File: config.mk
export PLATFORM = sky130hd
export DESIGN_NAME = hazard_ctrl
export DESIGN_NICKNAME = d
export VERILOG_FILES = /design/src/rtl/hazard_ctrl.sv
export SDC_FILE = /design/constraint.sdc
export NUM_CORES = 1
export LEC_CHECK = 0
export ABC_AREA = 1
export CORE_ASPECT_RATIO = 0.8
export CORE_MARGIN = 2
export CORE_UTILIZATION = 49
export CTS_CLUSTER_SIZE = 16
export DETAILED_ROUTE_END_ITERATION = 6
export PLACE_DENSITY_LB_ADDON = 0.25
export SLEW_MARGIN = 20
export SYNTH_ARGS = -nofsm -noshare
export SYNTH_HDL_FRONTEND = slang
export SYNTH_SLANG_ARGS = --single-unit
File: constraint.sdc
create_clock -name clk_i -period 2 [get_ports clk_i]
set_input_delay 0.4 -clock clk_i [delete_from_list [all_inputs] [get_ports clk_i]]
set_output_delay 0.4 -clock clk_i [all_outputs]
set_load 0.02 [all_outputs]
File: src/rtl/hazard_ctrl.sv
// Pipeline hazard controller: load-use stalls, branch flushes, data-memory wait freeze with timeout.
// Optional saturating stall-cycle counter enabled by defining HAZARD_STALL_CNT_EN.
module hazard_ctrl #(
   parameter int MEM_TIMEOUT = 64,
   parameter int CNT_W       = 16
) (
   input  logic             clk_i,
   input  logic             rst_i,
   input  logic             start_i,
   input  logic             IDEX_memread,
   input  logic [4:0]       IDEX_rt,
   input  logic [4:0]       IFID_rs,
   input  logic [4:0]       IFID_rt,
   input  logic             branch_taken,
   input  logic             dmem_req,
   input  logic             dmem_ack,
   output logic             PC_write,
   output logic             IFID_write,
   output logic             IFID_flush,
   output logic             IDEX_write,
   output logic             IDEX_bubble,
   output logic             EXMEM_write,
   output logic             MEMWB_bubble,
   output logic             err_o,
   output logic [CNT_W-1:0] stall_cycles_o
);

   typedef enum logic [1:0] {
      S_IDLE = 2'd0,
      S_RUN  = 2'd1,
      S_WAIT = 2'd2,
      S_ERR  = 2'd3
   } state_t;

   localparam logic [CNT_W-1:0] LP_WAIT_LAST = CNT_W'(MEM_TIMEOUT - 1);

   state_t           r_state;
   logic [CNT_W-1:0] r_wait_cnt;

   logic w_run;
   logic w_wait;
   logic w_freeze;
   logic w_loaduse;
   logic w_branch;

   assign w_run    = (r_state == S_RUN);
   assign w_wait   = (r_state == S_WAIT);
   assign w_freeze = (w_run && dmem_req && !dmem_ack) || (w_wait && !dmem_ack);
   // rt==0 is the hardwired zero register, so a load targeting it never creates a dependency
   assign w_loaduse = w_run && !w_freeze && IDEX_memread && (IDEX_rt != 5'd0) &&
                      ((IDEX_rt == IFID_rs) || (IDEX_rt == IFID_rt));
   assign w_branch  = w_run && !w_freeze && !w_loaduse && branch_taken;

   always_comb begin
      PC_write     = 1'b0;
      IFID_write   = 1'b0;
      IFID_flush   = 1'b0;
      IDEX_write   = 1'b0;
      IDEX_bubble  = 1'b0;
      EXMEM_write  = 1'b0;
      MEMWB_bubble = 1'b0;
      if (w_run || w_wait) begin
         if (w_freeze) begin
            MEMWB_bubble = 1'b1;
         end else if (w_loaduse) begin
            IDEX_write  = 1'b1;
            IDEX_bubble = 1'b1;
            EXMEM_write = 1'b1;
         end else begin
            PC_write    = 1'b1;
            IFID_write  = 1'b1;
            IDEX_write  = 1'b1;
            EXMEM_write = 1'b1;
            IFID_flush  = w_branch;
         end
      end
   end

   assign err_o = (r_state == S_ERR);

   always_ff @(posedge clk_i) begin
      if (rst_i) begin
         r_state    <= S_IDLE;
         r_wait_cnt <= '0;
      end else begin
         case (r_state)
            S_IDLE: begin
               if (start_i) r_state <= S_RUN;
            end
            S_RUN: begin
               if (dmem_req && !dmem_ack) begin
                  r_state    <= S_WAIT;
                  r_wait_cnt <= '0;
               end
            end
            S_WAIT: begin
               // an ack arriving on the last allowed cycle still completes normally
               if (dmem_ack) begin
                  r_state    <= S_RUN;
                  r_wait_cnt <= '0;
               end else if (r_wait_cnt == LP_WAIT_LAST) begin
                  r_state <= S_ERR;
               end else begin
                  r_wait_cnt <= r_wait_cnt + 1'b1;
               end
            end
            default: r_state <= S_ERR;
         endcase
      end
   end

`ifdef HAZARD_STALL_CNT_EN
   logic [CNT_W-1:0] r_stall_cnt;

   always_ff @(posedge clk_i) begin
      if (rst_i) begin
         r_stall_cnt <= '0;
      end else if ((w_freeze || w_loaduse) && (r_stall_cnt != {CNT_W{1'b1}})) begin
         r_stall_cnt <= r_stall_cnt + 1'b1;
      end
   end

   assign stall_cycles_o = r_stall_cnt;
`else
   assign stall_cycles_o = '0;
`endif

endmodule

==> impl_metrics.csv, run 1 <==
group,metric,value,unit
placement,placedCellCount,375,
clock_tree,htree_levels,1,
layout,n_fill_cell,305,
layout,fin_area,2300,µm²
placement,gp_congestion,0.834,
clock_tree,cts_root_buf,"clkbuf_8",
grt,grt_max_degree,17,
worst_setup_path,critical_path_class,"reg -> out",
worst_setup_path,cp-end-kind,"primary output",
grt,grt_pass1_wl,7560,µm
floorplan,initial_core_util,50.5,%
clock_tree,clock_latency,0.25,ns
placement,place_area,2090,µm²
clock_tree,cts.clk_slew.worst_paths,0.07,ns
floorplan,die_area,4000,µm²
worst_setup_path,cp_max_fo,3,
routing,drc_errors,0,
clock_tree,clock_path_buffers,2,
clock_tree,clock-sinks,18,
floorplan,die_x,70.2,µm
synth,synth_area,1720,µm²
worst_setup_path,startpoint_type,"flop",
sta,rsz0062_at_grt,"yes",
outcome,violations,"setup timing",
sta,period_share,103,%
outcome,outcome,"finished with violations",
power,total_power,2.33,mW
routing,ant_nets,0,
grt,grt_use_met1,33.1,%
floorplan,num_rows,19,
placement,hpwl,3210,µm
floorplan,ios,46,
power,vdd_drop_max,985,µV
clock_tree,postCtsHoldBufs,0,
clock_tree,cts_buffers,3,
sta,slew-limit-headroom,65.3,%
sta,min_period,2.06,ns
layout,antennaDiodeCount,0,
clock_tree,cts_tree,"yes",
worst_hold_path,hp-class,"reg -> reg",
worst_setup_path,cp.required,1.60,ns
sta,setup_viol,4,
floorplan,core-area,3400,µm²
sta,slew_viol_final,0,
routing,wl_per_cell,11.5,µm
floorplan,fp.dieH,57.0,µm
synth,synth_seq_cells,18,
grt,gr-usage-all-layers,23.3,%
worst_setup_path,cp.arrival,1.66,ns
sta,timing.final.ws_setup,-0.0568,ns
layout,layout_commonest_cell,"nand2_1",
synth,synth.avg_cell_area,5.82,µm²
layout,final_cell_mix,"70 x nand2_1, 52 x nor2_1, 37 x nand3_1, 26 x inv_1, 26 x buf_4",
routing,vias,1830,
grt,grtUsageMet3,3.89,%
sta,hold_viol,0,
layout,fin_nets,374,
synth,ys_warn_count,0,
job,drv_cap,0,
grt,overflow,0,
synth,ys_seq_area_share,21.0,%
sta,max_slew.worst_pin.slew,0.520,ns
grt,grt-busiest-layer,"met2",
routing,initialDrtViolationCount,165,
power,power_density,1010,nW/µm²
synth,netlist_instances,295,
routing,dr.pass1.iters,4,
routing,vias_per_cell,4.73,
layout,drive_above_1_share,21.4,%
power,p_leak,1.11,nW
placement,port-buffer-count,29,
sta,max_freq,0.486,GHz
sta,timing.hold.ws,0.546,ns
grt,grt.met2_usage,37.7,%
layout,synthToLayoutAreaGrowth,34.2,%
grt,antenna_found_initial,0,
sta,fin_skew,0.00348,ns
layout,final_util,67.8,%
synth,synth.distinct_cells,29,
layout,stdcell_count,387,
grt,first_global_vias,1619,
routing,drt-total-wl,4450,µm
report_power, final:
group / total, mW / switching [mW] / internal [mW]
logic: 1.57 / 0.844 / 0.731
clock network: 0.255 / 0.121 / 0.134
registers: 0.498 / 0.0741 / 0.424
repair_timing:
| item | in CTS | in global routing |
|---|---|---|
| gates resized for setup | 76 | 12 |
| setup endpoints to repair | 7 | 12 |
| pin swaps | 13 | 5 |
| hold endpoints to repair | 0 | 0 |
| buffers inserted | 7 | 2 |
final cells by class:
type | instances | area [µm²] | share of cell area [%]
well taps | 42 | 52.6 | 2.28
multi-input cells | 226 | 1190 | 51.6
inverters | 41 | 161 | 7.00
flip-flops and latches | 18 | 368 | 16.0
clock buffers | 3 | 41.3 | 1.79
repair buffers | 57 | 493 | 21.4
state kept, by name, summed over array words and instances, names as in the netlist:
| signal | cells |
|---|---|
| r_wait_cnt | 16 |
| r_state | 2 |
synthesized netlist by cell type (all sizes together):
cell / number / area, µm²
clkinv: 2 / 7.51
a21oi: 9 / 45.0
conb: 1 / 3.75
clkbuf: 1 / 3.75
inv: 39 / 146
nand3: 38 / 195
buf: 24 / 176
dfxtp: 18 / 360
nand2: 76 / 290
xor2: 5 / 43.8
xnor2: 4 / 35.0
nor3: 4 / 20.0
ha: 5 / 62.6
nand3b: 1 / 7.51
and2: 1 / 6.26
o21ai: 2 / 10.0
nor2: 56 / 231
a21boi: 1 / 7.51
nand4: 7 / 58.8
a31oi: 1 / 6.26
cells by family after synthesis:
family / Yosys count / synth area share, %
AO/OA/AOI/OAI: 13 / 4.01
XOR/XNOR: 9 / 4.59
adder cells (fa/ha/maj): 5 / 3.64
buffers and inverters: 66 / 19.4
flip-flops: 18 / 21.0
other: 1 / 0.218
AND/OR/NAND/NOR: 183 / 47.1
routing by layer:
layer / share of wire, % / vias to the layer above
met1: 47 / 799
li1: - / 990
met5: 0 / -
met4: 0.43 / 0
met2: 48 / 39
met3: 5.0 / 2
path summary, 6_finish.rpt:
check	start	end	slack (ns)	cells after the start
worst min-delay path	r_wait_cnt[4]$_SDFFE_PP0P_	r_wait_cnt[4]$_SDFFE_PP0P_	0.55	2
worst min register to register	r_wait_cnt[4]$_SDFFE_PP0P_	r_wait_cnt[4]$_SDFFE_PP0P_	0.55	2
worst max register to register	r_state[0]$_SDFFE_PP0P_	r_wait_cnt[2]$_SDFFE_PP0P_	0.03	16
worst max-delay path	r_state[0]$_SDFFE_PP0P_	PC_write	-0.06	12
critical path, stage by stage (launching register included):
cell	delay, ns
dfxtp_4	0.37
inv_4	0.06
ha_4	0.13
inv_4	0.04
nor2_4	0.12
inv_2	0.06
nand2_2	0.06
inv_2	0.04
nand2_2	0.05
a21oi_2	0.04
buf_4	0.16
a21oi_4	0.15
buf_6	0.14
per-stage QoR:
stage	setup TNS, ns	setup WS, ns
after CTS	-0.101	-0.0346
after detailed placement	-3.98	-0.649
final	-0.171	-0.0568
after global placement	-3.67	-0.592
after floorplan	-0.0426	-0.0344
after global routing	-0.635	-0.144
Note: power is estimated with default switching activity, not from simulation.
==> inputs of run 2 (changes only) <==
- CELL_PAD_IN_SITES_DETAIL_PLACEMENT: unset -> 2
- CELL_PAD_IN_SITES_GLOBAL_PLACEMENT: unset -> 2
- CORE_UTILIZATION: 49 -> 24
==> impl_metrics.csv, run 2 (synthesis gave the netlist of run 1 again) <==
group,metric,value,unit
sta,timing.final.ws_setup,-0.173,ns
worst_setup_path,r2r_start,"r_state[1]$_SDFFE_PP0P_",
power,power_density,1060,nW/µm²
layout,largest_reg_flops,16,
routing,initialDrtViolationCount,37,
sta,fin_skew,0.00136,ns
grt,first_global_vias,2101,
floorplan,ios,46,
power,p_sw_share,46.6,%
worst_setup_path,r2r_setup_slack,0.21,ns
clock_tree,cts_tree,"yes",
routing,vias,1981,
sta,slew-limit-headroom,66.8,%
grt,grt_pass1_wl,10500,µm
layout,fin_area,2420,µm²
sta,period_share,109,%
clock_tree,clock-sinks,18,
layout,fin_nets,375,
floorplan,initial_core_util,24.9,%
sta,min_period,2.17,ns
power,power_frac_seq,19.4,%
sta,hold_viol,0,
placement,hpwl,4880,µm
layout,reg.largest.list,"r_wait_cnt: 16 flops, r_state: 2 flops",
layout,layout_commonest_cell,"nand2_1",
floorplan,fp.dieH,79.7,µm
clock_tree,cts.clk_slew.worst_paths,0.08,ns
floorplan,die_x,98.6,µm
worst_setup_path,cp.required,1.60,ns
power,p_int,1.36,mW
clock_tree,cts_buffers,3,
layout,multi_input_comb_area,1210,µm²
routing,vias_per_cell,4.58,
floorplan,core-area,6890,µm²
placement,dp_slack,-0.775,ns
worst_setup_path,setup.worst_path.end,"PC_write",
layout,synthToLayoutAreaGrowth,40.6,%
worst_hold_path,hp-start,"r_wait_cnt[4]$_SDFFE_PP0P_",
worst_setup_path,r2r-end,"r_wait_cnt[11]$_SDFFE_PP0P_",
routing,dr.pass1.iters,4,
worst_setup_path,cp_max_fo,3,
power,combinationalPowerShare,69.9,%
layout,n_fill_cell,873,
worst_setup_path,cp.arrival,1.77,ns
grt,gr-usage-all-layers,16.4,%
power,vdd_drop_max,797,µV
sta,max_slew.worst_pin.slew,0.495,ns
grt,antenna_found_initial,0,
routing,wl_per_cell,14.9,µm
sta,setup_viol,6,
placement,place_area,2180,µm²
worst_setup_path,critical_path_class,"in -> out",
sta,max_freq,0.460,GHz
power,p_leak,1.14,nW
grt,grt_max_degree,17,
floorplan,die_area,7850,µm²
clock_tree,htree_levels,1,
sta,slew_viol_final,0,
worst_setup_path,cp-end-kind,"primary output",
clock_tree,cts_root_buf,"clkbuf_8",
placement,gp_congestion,0.750,
floorplan,num_rows,27,
power,p_sw,1.19,mW
sta,rsz0062_at_grt,"yes",
routing,ant_nets,0,
layout,max_flop_register,"r_wait_cnt",
layout,layout.area.seq,365,µm²
worst_setup_path,startpoint_type,"input pin",
grt,overflow,0,
worst_setup_path,reg2reg_depth,12,
outcome,outcome,"finished with violations",
layout,drive_above_1_share,22.0,%
outcome,violations,"setup timing",
worst_hold_path,hp-class,"reg -> reg",
placement,port-buffer-count,29,
worst_setup_path,startpoint,"dmem_req",
routing,drt-total-wl,6470,µm
clock_tree,clock_path_buffers,2,
layout,antennaDiodeCount,0,
power,p_clk_share,10.7,%
routing,drc_errors,0,
layout,final_cell_mix,"69 x nand2_1, 52 x nor2_1, 37 x nand3_1, 26 x buf_4, 25 x inv_1",
job,drv_cap,0,
clock_tree,clock_latency,0.26,ns
==> run 2: cell types whose count changed in the layout (fill, tap and decap cells not counted), moves of 2 or more <==
cell and change:
clkdlybuf4s50_1 +3, dlygate4sd2_1 -4, a21oi_1 +2, a21oi_2 -3
inv_2 +2, buf_12 +2
==> run 2: area by class of cell <==
class                      instances  share of cell area [%]
clock buffer                       3                    1.71
inverter                          41                    6.58
multi-input combinational        226                    49.9
sequential                        18                    15.1
tap                               87                    4.51
timing repair buffer              58                    22.2
==> run 2: per-layer routing <==
layer | track usage [%] | vias to the layer above | wire length [µm] | part of all wire, %
li1 | - | 988 | - | -
met1 | 23.5 | 967 | 3190 | 49
met2 | 27.3 | 22 | 3060 | 47
met3 | 2.19 | 4 | 181 | 2.8
met4 | 1.78 | 0 | 39 | 0.60
met5 | 0 | - | 0 | 0
==> run 2: repair_timing <==
action                                  CTS  global route
gates resized for setup                  71            16
pin swaps                                11             6
hold buffers                              0             0
setup buffers                             6             2
endpoints found under the setup margin    7            14
==> run 2: stage by stage <==
stage | hold WS [ns] | power, mW | std cells | util, % | TNS [ns]
after detailed placement | 0.531 | 1.96 | 422 | 31.6 | -5.45
final | 0.550 | 2.55 | 433 | 35.1 | -0.633
after global placement | 0.530 | 1.91 | 422 | 31.6 | -4.55
after global routing | 0.569 | 2.76 | 433 | 35.1 | -1.01
after floorplan | 0.469 | 1.41 | 310 | - | -0.0426
after CTS | 0.546 | 2.43 | 431 | 33.9 | -0.369
==> run 2: power by group through the flow <==
stage | combinational (mW) | sequential, mW | clock (mW)
after detailed placement | 1.48 | 0.481 | 0
final | 1.78 | 0.494 | 0.274
after CTS | 1.65 | 0.493 | 0.283
after global routing | 1.97 | 0.503 | 0.296
after global placement | 1.44 | 0.478 | 0
after floorplan | 0.950 | 0.456 | 0
==> run 2: worst max-delay path: stages <==
cell,delay [ns]
clkdlybuf4s50_1,0.48
a21boi_4,0.18
nand2_2,0.07
inv_2,0.08
nand2_4,0.06
a21oi_4,0.16
buf_4,0.15
a21oi_4,0.05
buf_6,0.13
==> run 2: how the worst min path moves through the flow <==
stage / to / slack [ns] / cells after the start
2_1_floorplan: r_wait_cnt[3]$_SDFFE_PP0P_ / 0.47 / 1
3_3_place_gp: r_wait_cnt[4]$_SDFFE_PP0P_ / 0.53 / 2
3_5_place_dp: r_wait_cnt[4]$_SDFFE_PP0P_ / 0.53 / 2
4_1_cts: r_wait_cnt[4]$_SDFFE_PP0P_ / 0.55 / 2
5_1_grt: r_wait_cnt[4]$_SDFFE_PP0P_ / 0.57 / 2
6_report: r_wait_cnt[4]$_SDFFE_PP0P_ / 0.55 / 2
==> inputs of run 3 (changes only) <==
- CTS_CLUSTER_DIAMETER: unset -> 80
==> results of run 3 <==
Same layout as run 2: the final DEF is identical, and so are final timing and power.
